===== src/rtl/wr_chunk_packetizer.sv =====
// wr_chunk_packetizer: forwards a host-bound stream and cuts each packet
// into chunks, issuing one byte-accurate write descriptor per chunk.
module wr_chunk_packetizer #(
  parameter int DATA_BITS       = 512,
  parameter int VADDR_BITS      = 48,
  parameter int LEN_BITS        = 28,
  parameter int PID_BITS        = 6,
  parameter int CHUNK_BEATS     = 64,
  parameter int MAX_OUTSTANDING = 8,
  localparam int KEEP_BITS      = DATA_BITS / 8,
  localparam int CW             = $clog2(MAX_OUTSTANDING + 1)
) (
  input  logic                  aclk,
  input  logic                  areset,
  input  logic                  s_axis_tvalid,
  output logic                  s_axis_tready,
  input  logic [DATA_BITS-1:0]  s_axis_tdata,
  input  logic [KEEP_BITS-1:0]  s_axis_tkeep,
  input  logic                  s_axis_tlast,
  output logic                  m_axis_tvalid,
  input  logic                  m_axis_tready,
  output logic [DATA_BITS-1:0]  m_axis_tdata,
  output logic [KEEP_BITS-1:0]  m_axis_tkeep,
  output logic                  m_axis_tlast,
  output logic                  wr_req_valid,
  input  logic                  wr_req_ready,
  output logic [VADDR_BITS-1:0] wr_req_vaddr,
  output logic [LEN_BITS-1:0]   wr_req_len,
  output logic                  wr_req_ctl,
  output logic [PID_BITS-1:0]   wr_req_pid,
  input  logic                  wr_done_valid,
  output logic                  wr_done_ready,
  input  logic [VADDR_BITS-1:0] cfg_vaddr,
  input  logic [PID_BITS-1:0]   cfg_pid,
  output logic [CW-1:0]         stat_outstanding,
  output logic [31:0]           stat_pkts,
  output logic                  stat_err
);

  localparam int BW = $clog2(CHUNK_BEATS + 1);
  localparam int PW = $clog2(KEEP_BITS + 1);

  typedef enum logic [1:0] {
    ST_FILL,
    ST_SEND,
    ST_SEND_LAST
  } state_t;

  state_t                state_q;
  state_t                state_d;
  logic [BW-1:0]         beat_q;
  logic [LEN_BITS-1:0]   byte_q;
  logic [VADDR_BITS-1:0] offset_q;
  logic [VADDR_BITS-1:0] base_q;
  logic [PID_BITS-1:0]   pid_q;
  logic [CW-1:0]         out_q;
  logic [31:0]           pkts_q;
  logic                  err_q;
  logic [PW-1:0]         pc;
  logic                  can_issue;
  logic                  fill_hs;
  logic                  req_hs;
  logic                  last_beat;

  assign can_issue = out_q < CW'(MAX_OUTSTANDING);
  assign last_beat = beat_q == BW'(CHUNK_BEATS - 1);

  // Handshakes derived from state, not from the outputs, to avoid loops.
  assign fill_hs = (state_q == ST_FILL) & ~areset
                 & s_axis_tvalid & m_axis_tready;
  assign req_hs  = (state_q != ST_FILL) & can_issue
                 & wr_req_ready;

  assign m_axis_tdata  = s_axis_tdata;
  assign m_axis_tkeep  = s_axis_tkeep;
  assign m_axis_tlast  = s_axis_tlast;

  assign wr_req_vaddr  = base_q + offset_q;
  assign wr_req_len    = byte_q;
  assign wr_req_ctl    = state_q == ST_SEND_LAST;
  assign wr_req_pid    = pid_q;
  assign wr_done_ready = 1'b1;

  assign stat_outstanding = out_q;
  assign stat_pkts        = pkts_q;
  assign stat_err         = err_q;

  // Count valid bytes of the current beat.
  always_comb begin
    pc = '0;
    for (int i = 0; i < KEEP_BITS; i++) begin
      pc = pc + PW'(s_axis_tkeep[i]);
    end
  end

  // State register.
  always_ff @(posedge aclk or posedge areset) begin
    if (areset) state_q <= ST_FILL;
    else        state_q <= state_d;
  end

  // Next state and handshake outputs; tlast wins over a full chunk.
  always_comb begin
    state_d       = state_q;
    s_axis_tready = 1'b0;
    m_axis_tvalid = 1'b0;
    wr_req_valid  = 1'b0;
    unique case (state_q)
      ST_FILL: begin
        s_axis_tready = m_axis_tready & ~areset;
        m_axis_tvalid = s_axis_tvalid & ~areset;
        if (fill_hs) begin
          if (s_axis_tlast)   state_d = ST_SEND_LAST;
          else if (last_beat) state_d = ST_SEND;
        end
      end
      ST_SEND, ST_SEND_LAST: begin
        wr_req_valid = can_issue;
        if (req_hs) state_d = ST_FILL;
      end
      default: state_d = ST_FILL;
    endcase
  end

  // Chunk accumulation, packet base latch and address advance.
  always_ff @(posedge aclk or posedge areset) begin
    if (areset) begin
      beat_q   <= '0;
      byte_q   <= '0;
      offset_q <= '0;
      base_q   <= '0;
      pid_q    <= '0;
      pkts_q   <= '0;
    end else begin
      if (fill_hs) begin
        beat_q <= beat_q + BW'(1);
        byte_q <= byte_q + LEN_BITS'(pc);
        if (offset_q == '0 && beat_q == '0) begin
          base_q <= cfg_vaddr;
          pid_q  <= cfg_pid;
        end
      end
      if (req_hs) begin
        beat_q <= '0;
        byte_q <= '0;
        if (state_q == ST_SEND_LAST) begin
          offset_q <= '0;
          pkts_q   <= pkts_q + 32'd1;
        end else begin
          offset_q <= offset_q + VADDR_BITS'(byte_q);
        end
      end
    end
  end

  // Outstanding descriptors; a completion with none in flight is sticky.
  always_ff @(posedge aclk or posedge areset) begin
    if (areset) begin
      out_q <= '0;
      err_q <= 1'b0;
    end else if (req_hs && !wr_done_valid) begin
      out_q <= out_q + CW'(1);
    end else if (!req_hs && wr_done_valid) begin
      if (out_q == '0) err_q <= 1'b1;
      else             out_q <= out_q - CW'(1);
    end
  end

endmodule


===== config.mk =====
export PLATFORM = sky130hd
export DESIGN_NAME = wr_chunk_packetizer
export DESIGN_NICKNAME = d
export VERILOG_FILES = /design/src/rtl/wr_chunk_packetizer.sv
export SDC_FILE = /design/constraint.sdc
export NUM_CORES = 1
export LEC_CHECK = 0
export ABC_AREA = 1
export CORE_AREA = 2 2 514 516
export DETAILED_ROUTE_END_ITERATION = 6
export DIE_AREA = 0 0 516 518
export DONT_BUFFER_PORTS = 1
export HOLD_SLACK_MARGIN = 0.1
export PLACE_DENSITY = 0.3
export SLEW_MARGIN = 20
export SYNTH_ARGS = -nofsm -noshare
export SYNTH_HDL_FRONTEND = slang
export SYNTH_SLANG_ARGS = --single-unit

===== constraint.sdc =====
create_clock -name aclk -period 9.3 [get_ports aclk]
set_input_delay 1.86 -clock aclk [delete_from_list [all_inputs] [get_ports aclk]]
set_output_delay 1.86 -clock aclk [all_outputs]
set_load 0.02 [all_outputs]

==> flow_summary.toml <==
[status]
outcome = "finished clean"

[power]
pwr-share-seq_pct = 20.2
p_leak_nw = 9.20
switching_share_pct = 53.9
combinationalPowerShare_pct = 66.1
ir_worst_vdd_uv = 422
p_int_mw = 2.62
finalPower_mw = 5.68
power_switching_mw = 3.07
p_per_area_nw_per_um2 = 273
clkPwrFrac_pct = 13.7

[drt]
num_vias = 16096
drt_iter0_markers = 868
avgRoutedWirePerCell_um = 25.8
ant_nets = 0
vias_per_cell = 2.74
drt_first_pass_iters = 5
drc = 0
routed_wl_um = 151000

[critical_path]
endpoint_kind = "flip-flop"
critPathMaxFanout = 8
path_cells = "inv_1, fa_1, fa_1, inv_1, fa_1, inv_1, fa_1, fa_1, fa_1, fa_1, fa_1, fa_1, fa_1, inv_1, nand2_1, o21ai_1, nand3_1, nand2_1, nand2_1, nand2_1, nand2_1, o21bai_1, nand2_1, nor2_1"
cpPeakStageDelay_ns = 0.60
crit_top_cell = "fa_1"
cp_slowest_cell = "fa_1"
start_kind = "primary input"
path_class = "in -> reg"
critPathRequiredTime_ns = 9.73
arrival_ns = 8.42

[cts]
cts_hold_buf = 0
htreeDepth = 4
numClockSinks = 176
path_clk_slew_ns = 0.07
cts-resized-gates = 0
clockRootBuffer = "clkbuf_16"
cts_inserted_buffers = 17
tritoncts = "built"
clockBufferDepth = 2
postCtsSetupBuffers = 0
clock_latency_ns = 0.52

[logic_synthesis]
synth_fa_ha_area_share_pct = 12.8
syn-num-nets = 3700
yosys-top-cells-area = "dfrtp_1, buf_4, nand2_1"
synth-async-reset-ratio_pct = 100
synth-edff-count = 0
synthSimpleGateAreaFrac_pct = 25.9
ys_seq_elements = 176
syn_inst = 2893
synthDistinctLibCells = 42
avgSynthCellArea_um2 = 6.92
yosys_warnings = 0
syn_area_um2 = 20000
yosys.area_share.xor_xnor_pct = 3.02
synth_flop_cell = "dfrtp_1"
netlist_top_cells_count = "nand2_1, buf_4, inv_1"
yosysSeqAreaShare_pct = 22.0
synth.most_common_cell = "nand2_1"
yosysTopAreaCellShare_pct = 22.0
muxShareOfSynthArea_pct = 0.0562
synth_top_area_cell = "dfrtp_1"
synth-compound-area-share_pct = 7.44
synth_top_family_by_area = "buffers and inverters"

[cells_and_area]
final_cell_count_no_fill = 5866
layout.nets = 3137
syn_to_final_growth_pct = 4.00
nFillCells = 31041
drive_above_1_share_pct = 3.20
fin_util_pct = 7.96
design_area_um2 = 20800

[timing]
worstMarginPinSlew_ns = 1.15
max_slew_margin_pct = 23.3
rsz0062_at_grt = "false"
report.final.setup_viol = 0
hold_viol = 0
period_share_pct = 85.8
fmax_mhz = 125
finalMaxSlewViolations = 0
finClkSkew_ns = 0.0190
fin_hold_ws_ns = 0.495
post-route-min-period_ns = 7.98
fin_ws_ns = 1.32
setup_tns_ns = 0

[die]
rows = 188
die_x_um = 516
pin_count = 1338
start_util_pct = 7.65
die_y_um = 518
dieArea_um2 = 267000
core_area_um2 = 262000

[place]
post-place-ws_ns = 0.736
place_inst = 5826
routabilityCongestion = 0.824
io_buffers = 0
hpwl_um = 137000
place_area_um2 = 20200

[global_routing]
grt_overflow = 0
grt_pass1_wl_um = 188000
track_usage_pct = 11.0
grt_max_degree = 88
grt_pass1_vias = 16446
antenna_found_initial = 38

[run]
maxCapViolCount = 0

[hold_path]
holdCritPathClass = "reg -> reg"
==> registers in the layout, indices dropped and copies added, names as in the netlist <==
signal / count
offset_q: 48
stat_pkts: 32
stat_outstanding: 4
wr_req_pid: 6
stat_err: 1
base_q: 48
state_q: 2
wr_req_len: 28
beat_q: 7
==> area by class of cell <==
cell class                 count  area (µm²)  area share, %
inverter                     340        1280           6.17
timing repair buffer          27         206          0.992
multi-input combinational   1768        9920           47.6
antenna                        8        20.0         0.0961
sequential                   176        4400           21.2
clock buffer                  18         429           2.06
clock inverter                14         161          0.775
tap                         3515        4400           21.1
==> routing by layer <==
metal	GRT usage (%)	part of all wire [%]	vias to the layer above
li1	-	-	7469
met1	8.77	28	7412
met2	19.2	49	949
met3	9.82	20	256
met4	3.51	3.2	10
met5	0.180	0.085	-
==> worst max-delay path: cells and delay by family <==
family	cells	cell delay, ns
AOI/OAI and AO/OA	2	0.45
and+or+nand+nor	8	0.99
adders and majority gates	10	4.87
buffers and inverters	4	0.23
==> final timing paths <==
| check | startpoint | endpoint | slack [ns] | cells after the start |
|---|---|---|---|---|
| max | s_axis_tkeep[23] | wr_req_len[18]$_DFFE_PP0P_ | 1.32 | 24 |
| min | base_q[0]$_DFFE_PP0P_ | base_q[0]$_DFFE_PP0P_ | 0.49 | 2 |
| max reg2reg | wr_req_len[0]$_DFFE_PP0P_ | wr_req_len[18]$_DFFE_PP0P_ | 2.21 | 21 |
| min reg2reg | base_q[0]$_DFFE_PP0P_ | base_q[0]$_DFFE_PP0P_ | 0.49 | 2 |
| max in group asynchronous | areset | base_q[32]$_DFFE_PP0P_ | 6.73 | 2 |
| min in group asynchronous | areset | stat_outstanding[2]$_DFFE_PP0P_ | 1.31 | 1 |
==> logic make-up (layout without fill, tap and decap cells) <==
family / Yosys count / after routing
xor gates and xnor gates: 69 / 69
buffers and inverters: 949 / 399
other: 1 / 9
adders and majority gates: 170 / 170
muxes: 1 / 1
and+or+nand+nor: 1248 / 1248
AOI/OAI and AO/OA: 279 / 279
DFF: 176 / 176
==> power groups by stage <==
stage,combinational [mW],clock [mW],sequential [mW]
after global placement,3.92,0,1.17
after floorplan,3.07,0,1.03
after CTS,3.94,0.835,1.16
after detailed placement,3.90,0,1.17
after global routing,4.44,0.853,1.18
final,3.76,0.781,1.15
==> cell usage in the layout (no fill, tap or decap), drive strengths merged, types with 8 or more instances in the layout <==
cell type and n:
dfrtp 176, ha 111, xnor2 25, inv 347, diode 8, nor2 243
xor2 44, clkbuf 18, fa 59, nor4 19, nand4 42, o21ai 100
nor3 40, nand3 173, a21o 10, buf 27, o21bai 8, a21oi 143
nand2 713
(Power assumes the default switching activity.)
